$ cat config.mk
export PLATFORM = sky130hd
export DESIGN_NAME = rx_packet_commit_fifo
export DESIGN_NICKNAME = d
export VERILOG_FILES = /design/src/rtl/rx_packet_commit_fifo.sv
export SDC_FILE = /design/constraint.sdc
export NUM_CORES = 2
export LEC_CHECK = 0
export CORE_MARGIN = 3
export CORE_UTILIZATION = 30
export CTS_CLUSTER_SIZE = 16
export DETAILED_ROUTE_END_ITERATION = 8
export HOLD_SLACK_MARGIN = 0.12
export SLEW_MARGIN = 30
export SYNTH_ARGS = -nofsm -noshare
export SYNTH_HDL_FRONTEND = slang
export SYNTH_MEMORY_MAX_BITS = 65536
export SYNTH_SLANG_ARGS = --single-unit
$ cat constraint.sdc
create_clock -name clk_net -period 19.45 [get_ports clk_net]
set_input_delay 5.835 -clock clk_net [delete_from_list [all_inputs] [get_ports clk_net]]
set_output_delay 5.835 -clock clk_net [all_outputs]
set_load 0.02 [all_outputs]
$ cat src/rtl/rx_packet_commit_fifo.sv
// Receive packet FIFO: words are buffered as they arrive and only become visible
// to the reader once the whole packet is committed by a non-zero match at EOP.
module rx_packet_commit_fifo #(
   parameter int DEPTH     = 64,
   parameter int TAG_DEPTH = 8
) (
   input  logic        clk_net,
   input  logic        rst,
   input  logic        in_valid,
   input  logic [76:0] fifo_in,
   input  logic        buffer_valid,
   input  logic [7:0]  buffer_out,
   output logic        out_valid,
   input  logic        out_ready,
   output logic [63:0] out_data,
   output logic [2:0]  out_length,
   output logic        out_sop,
   output logic        out_eop,
   output logic [7:0]  out_buffer,
   output logic [15:0] commit_count,
   output logic [15:0] drop_count
);
   localparam int AW = $clog2(DEPTH);
   localparam int TW = $clog2(TAG_DEPTH);

   typedef enum logic [1:0] {IDLE, STORE, DISCARD} state_t;
   typedef logic [AW:0] ptr_t;
   typedef logic [TW:0] tptr_t;

   state_t      state;
   ptr_t        wr_ptr, cmt_ptr, rd_ptr;
   tptr_t       tag_wr, tag_rd;
   logic [68:0] mem [DEPTH];
   logic [7:0]  tag_mem [TAG_DEPTH];

   logic        in_sop, in_eop;
   logic        new_pkt, abort_old, writing, full, do_wr, tainted;
   logic        pkt_end, tag_full, commit, drop_new, rd_fire;
   ptr_t        base, fill, wr_next;
   logic [1:0]  drop_inc;
   logic [16:0] drop_sum, commit_sum;
   logic        unused_buf;

   // The detector's own buffer field is superseded by buffer_out at EOP.
   assign unused_buf = ^fifo_in[76:69];
   assign in_sop     = fifo_in[65];
   assign in_eop     = fifo_in[64];

   always_comb begin
      new_pkt   = in_valid && in_sop;
      abort_old = new_pkt && (state != IDLE);
      writing   = in_valid && (in_sop || state == STORE);
      // A new SOP restarts at the commit point, discarding any open packet.
      base      = new_pkt ? cmt_ptr : wr_ptr;
      fill      = base - rd_ptr;
      full      = (fill == ptr_t'(DEPTH));
      do_wr     = writing && !full;
      wr_next   = base + ptr_t'(do_wr);
      tainted   = (writing && full) || (state == DISCARD && !new_pkt);
      pkt_end   = in_valid && in_eop && (writing || state == DISCARD);
      tag_full  = ((tag_wr - tag_rd) == tptr_t'(TAG_DEPTH));
      commit    = pkt_end && !tainted && buffer_valid && (buffer_out != 8'd0) && !tag_full;
      drop_new  = pkt_end && !commit;
      drop_inc  = {1'b0, abort_old} + {1'b0, drop_new};
      drop_sum  = {1'b0, drop_count} + {15'd0, drop_inc};
      commit_sum = {1'b0, commit_count} + 17'd1;
      rd_fire   = out_valid && out_ready;
   end

   always_ff @(posedge clk_net or posedge rst) begin
      if (rst) begin
         state        <= IDLE;
         wr_ptr       <= '0;
         cmt_ptr      <= '0;
         rd_ptr       <= '0;
         tag_wr       <= '0;
         tag_rd       <= '0;
         commit_count <= '0;
         drop_count   <= '0;
      end else begin
         if (in_valid) begin
            if (pkt_end)      state <= IDLE;
            else if (tainted) state <= DISCARD;
            else if (writing) state <= STORE;
         end

         if (commit) begin
            wr_ptr  <= wr_next;
            cmt_ptr <= wr_next;
            tag_wr  <= tag_wr + tptr_t'(1);
         end else if (drop_new) begin
            wr_ptr <= cmt_ptr;
         end else if (writing) begin
            wr_ptr <= wr_next;
         end

         if (rd_fire) begin
            rd_ptr <= rd_ptr + ptr_t'(1);
            if (out_eop) tag_rd <= tag_rd + tptr_t'(1);
         end

         if (commit) commit_count <= commit_sum[16] ? 16'hFFFF : commit_sum[15:0];
         if (drop_inc != 2'd0) drop_count <= drop_sum[16] ? 16'hFFFF : drop_sum[15:0];
      end
   end

   // Storage carries no reset; visibility is governed solely by the pointers.
   always_ff @(posedge clk_net) begin
      if (do_wr)  mem[base[AW-1:0]]       <= fifo_in[68:0];
      if (commit) tag_mem[tag_wr[TW-1:0]] <= buffer_out;
   end

   assign out_valid = (rd_ptr != cmt_ptr);
   assign {out_length, out_sop, out_eop, out_data} = mem[rd_ptr[AW-1:0]];
   assign out_buffer = tag_mem[tag_rd[TW-1:0]];
endmodule

==> results.toml <==
[timing]
layout_worst_path_cycle_share_pct = 65.4
slew_viol_final = 0
finalSetupViolations = 0
timing.final.ws_setup_ns = 6.72
hold_ws_ns = 0.495
rsz0062_at_grt = "no"
setup_tns_ns = 0
fmax_mhz = 78.6
finClkSkew_ns = 0.103
maxSlewHeadroom_pct = 27.3
tightestPinTransition_ns = 1.09
post-route-min-period_ns = 12.73
hold_viol = 0

[floorplan]
pin_count = 200
core_area_um2 = 574000
die-area_um2 = 587000
initial_core_util_pct = 30.2
die_h_um = 766
die_w_um = 766
rows = 278

[clocking]
cts_buffer_depth = 4
cts_root_buf = "clkbuf_16"
clk_latency_ns = 1.06
postCtsHoldBufs = 0
h-tree-depth = 5
cts_setup_buffers = 0
cts_tree = "done"
numClockSinks = 4543
post_cts_resized = 0
cts_inserted_buffers = 441
clk_pin_slew_ns = 0.06

[global_route]
grtUsageTotal_pct = 15.3
antenna_found_initial = 54
grt_max_degree = 155
grt_pass1_vias = 80625
grt-ovfl-total = 0
grt_pass1_wl_um = 645000

[power_and_ir_drop]
peakVddDrop_v = 0.000133
p_per_area_nw_per_um2 = 138
power.share.switching_pct = 29.3
power_frac_seq_pct = 40.3
internal_power_w = 0.0195
p_switching_w = 0.00807
pwr-share-comb_pct = 29.2
leakagePower_nw = 60.6
power_frac_clock_pct = 30.5

[worst_setup_path]
slowest_delay_ns = 1.03
cp_slowest_cell = "dfrtp_4"
critPathMaxFanout = 154
crit_type = "flip-flop to output port"
cp-start-kind = "flip-flop"
cp.required_ns = 13.61
critPathCaptureType = "output port"
crit_top_cell = "mux4_2"
cp_cell_sequence = "buf_12, buf_4, buf_12, mux4_2, mux4_2, mux4_2, clkdlybuf4s50_1"
arrival_ns = 6.89

[detailed_routing]
wl_um = 461000
wire_per_inst_um = 29.9
drtAntennaViolNets = 0
num_vias = 79010
via_per_inst = 5.13
first_pass_iters = 6
drtIter0Drc = 9653
drc = 0

[logic_synthesis]
synth-async-reset-ratio_pct = 1.39
syn_area_um2 = 173000
synthCells = 6810
ys_seq_area_share_pct = 78.6
yosys_register_bits = 4543
ys_dominant_reg_cell = "edfxtp_1"
synth.distinct_cells = 61
synth_edf_count = 4480
yosysWarnings = 0
synth_nets = 6920
syn_area_per_cell_um2 = 25.4

[cells_and_area]
final_core_util_pct = 34.9
fin_nets = 7429
area_delta_synth_final_pct = 15.7
stdcell_count = 15405
final_cell_mix = "edfxtp_1 (4480), mux4_2 (1454), clkbuf_16 (444)"
drive_above_1_share_pct = 32.1
layout_commonest_cell = "edfxtp_1"
nFillCells = 51941

[placement]
place_ws_ns = 6.06
numPortBuffers = 191
place_congestion = 0.767
dp_hpwl_um = 244000
post-place-cells = 14568

[run_status]
status = "complete, no violations"

[job]
drv_cap = 0

[hold_path]
hold_path.class = "flip-flop to flip-flop"
==> cell families after synthesis <==
group / share of synthesized area (%)
xor gates and xnor gates: 0.162
adders and majority gates: 0.149
DFF: 78.6
AOI/OAI and AO/OA: 0.324
muxes: 19.1
and+or+nand+nor: 0.762
buffers and inverters: 0.915
==> path summary, 6_finish.rpt <==
check                          start        endpoint  slack, ns  depth (start not counted)
max                        rd_ptr[1]    out_data[14]       6.72                          7
min                        tag_wr[3]       tag_wr[3]       0.50                          1
max reg2reg                rd_ptr[4]     mem[19][34]      12.20                         11
min reg2reg                tag_wr[3]       tag_wr[3]       0.50                          1
max in group asynchronous        rst       rd_ptr[4]      13.52                          3
min in group asynchronous        rst  drop_count[15]       5.26                          3
==> cell usage after synthesis, drive strengths merged, types with 2 or more instances <==
cell / n / area (um2)
and4: 6 / 52.6
dfrtp: 63 / 1580
o21a: 4 / 30.0
nor4: 7 / 43.8
a31oi: 5 / 31.3
a21oi: 18 / 90.1
or3: 4 / 25.0
nand4: 16 / 100
buf: 179 / 872
nand3: 29 / 145
o211ai: 3 / 22.5
clkbuf: 168 / 631
nor4b: 2 / 17.5
o21ai: 19 / 95.1
a41oi: 3 / 26.3
ha: 19 / 238
clkinv: 3 / 11.3
inv: 19 / 71.3
nor2b: 8 / 50.1
nand2b: 13 / 81.3
a211o: 2 / 17.5
nand2: 68 / 255
xnor2: 22 / 193
mux2i: 12 / 120
nor3: 6 / 30.0
a21o: 5 / 37.5
xor2: 10 / 87.6
mux4: 1454 / 32700
nand4b: 2 / 17.5
a211oi: 3 / 22.5
nor3b: 2 / 15.0
nor4bb: 2 / 20.0
a22o: 5 / 43.8
edfxtp: 4480 / 135000
nor2: 87 / 327
and3: 13 / 81.3
and2: 6 / 37.5
mux2: 23 / 259
a2111oi: 2 / 17.5
o22ai: 2 / 12.5
o311ai: 2 / 17.5
==> critical path: cells and delay by family (launching register included) <==
kind	cells	cell delay, ns
multiplexers	3	1.45
flip-flops	1	1.03
buffers and inverters	4	2.89
==> layer usage <==
metal  vias to the layer above  share of wire, %  track usage, %
li1                      30888                 -               -
met1                     44106                40            20.6
met2                      3334                50            25.9
met3                       664               7.2            2.35
met4                        18               2.7            4.34
met5                         -             0.025               0
==> sequential cells by signal, indices dropped and copies added, names as in the netlist <==
signal	count
cmt_ptr	7
commit_count	16
drop_count	16
mem	4416
rd_ptr	7
state	2
tag_mem	64
tag_rd	4
tag_wr	4
wr_ptr	7
==> power groups by stage <==
stage               clock network (W)  logic, W  registers [W]
finish                        0.00839   0.00805         0.0111
global route                  0.00894   0.00852         0.0111
CTS                           0.00856   0.00824         0.0111
detailed placement                  0   0.00821         0.0113
global placement                    0   0.00810         0.0113
floorplan                           0   0.00525         0.0112
==> per-stage QoR <==
step                cell area [um2]  power [W]
CTS                          200000     0.0279
floorplan                    173000     0.0165
global placement             185000     0.0194
global route                 200000     0.0286
finish                       200000     0.0276
detailed placement           186000     0.0195
==> cell type report <==
cell class              instances  area, um2  area share (%)
flip-flops and latches       4543     136000            67.9
multi-input cells            1898      36100            18.0
clock buffers                 536      11500            5.73
well taps                    7700       9630            4.81
repair buffers                413       4280            2.14
clock inverters               279       2710            1.35
inverters                      22        103          0.0512
diodes                         14       35.0          0.0175
(Power assumes the default switching activity.)
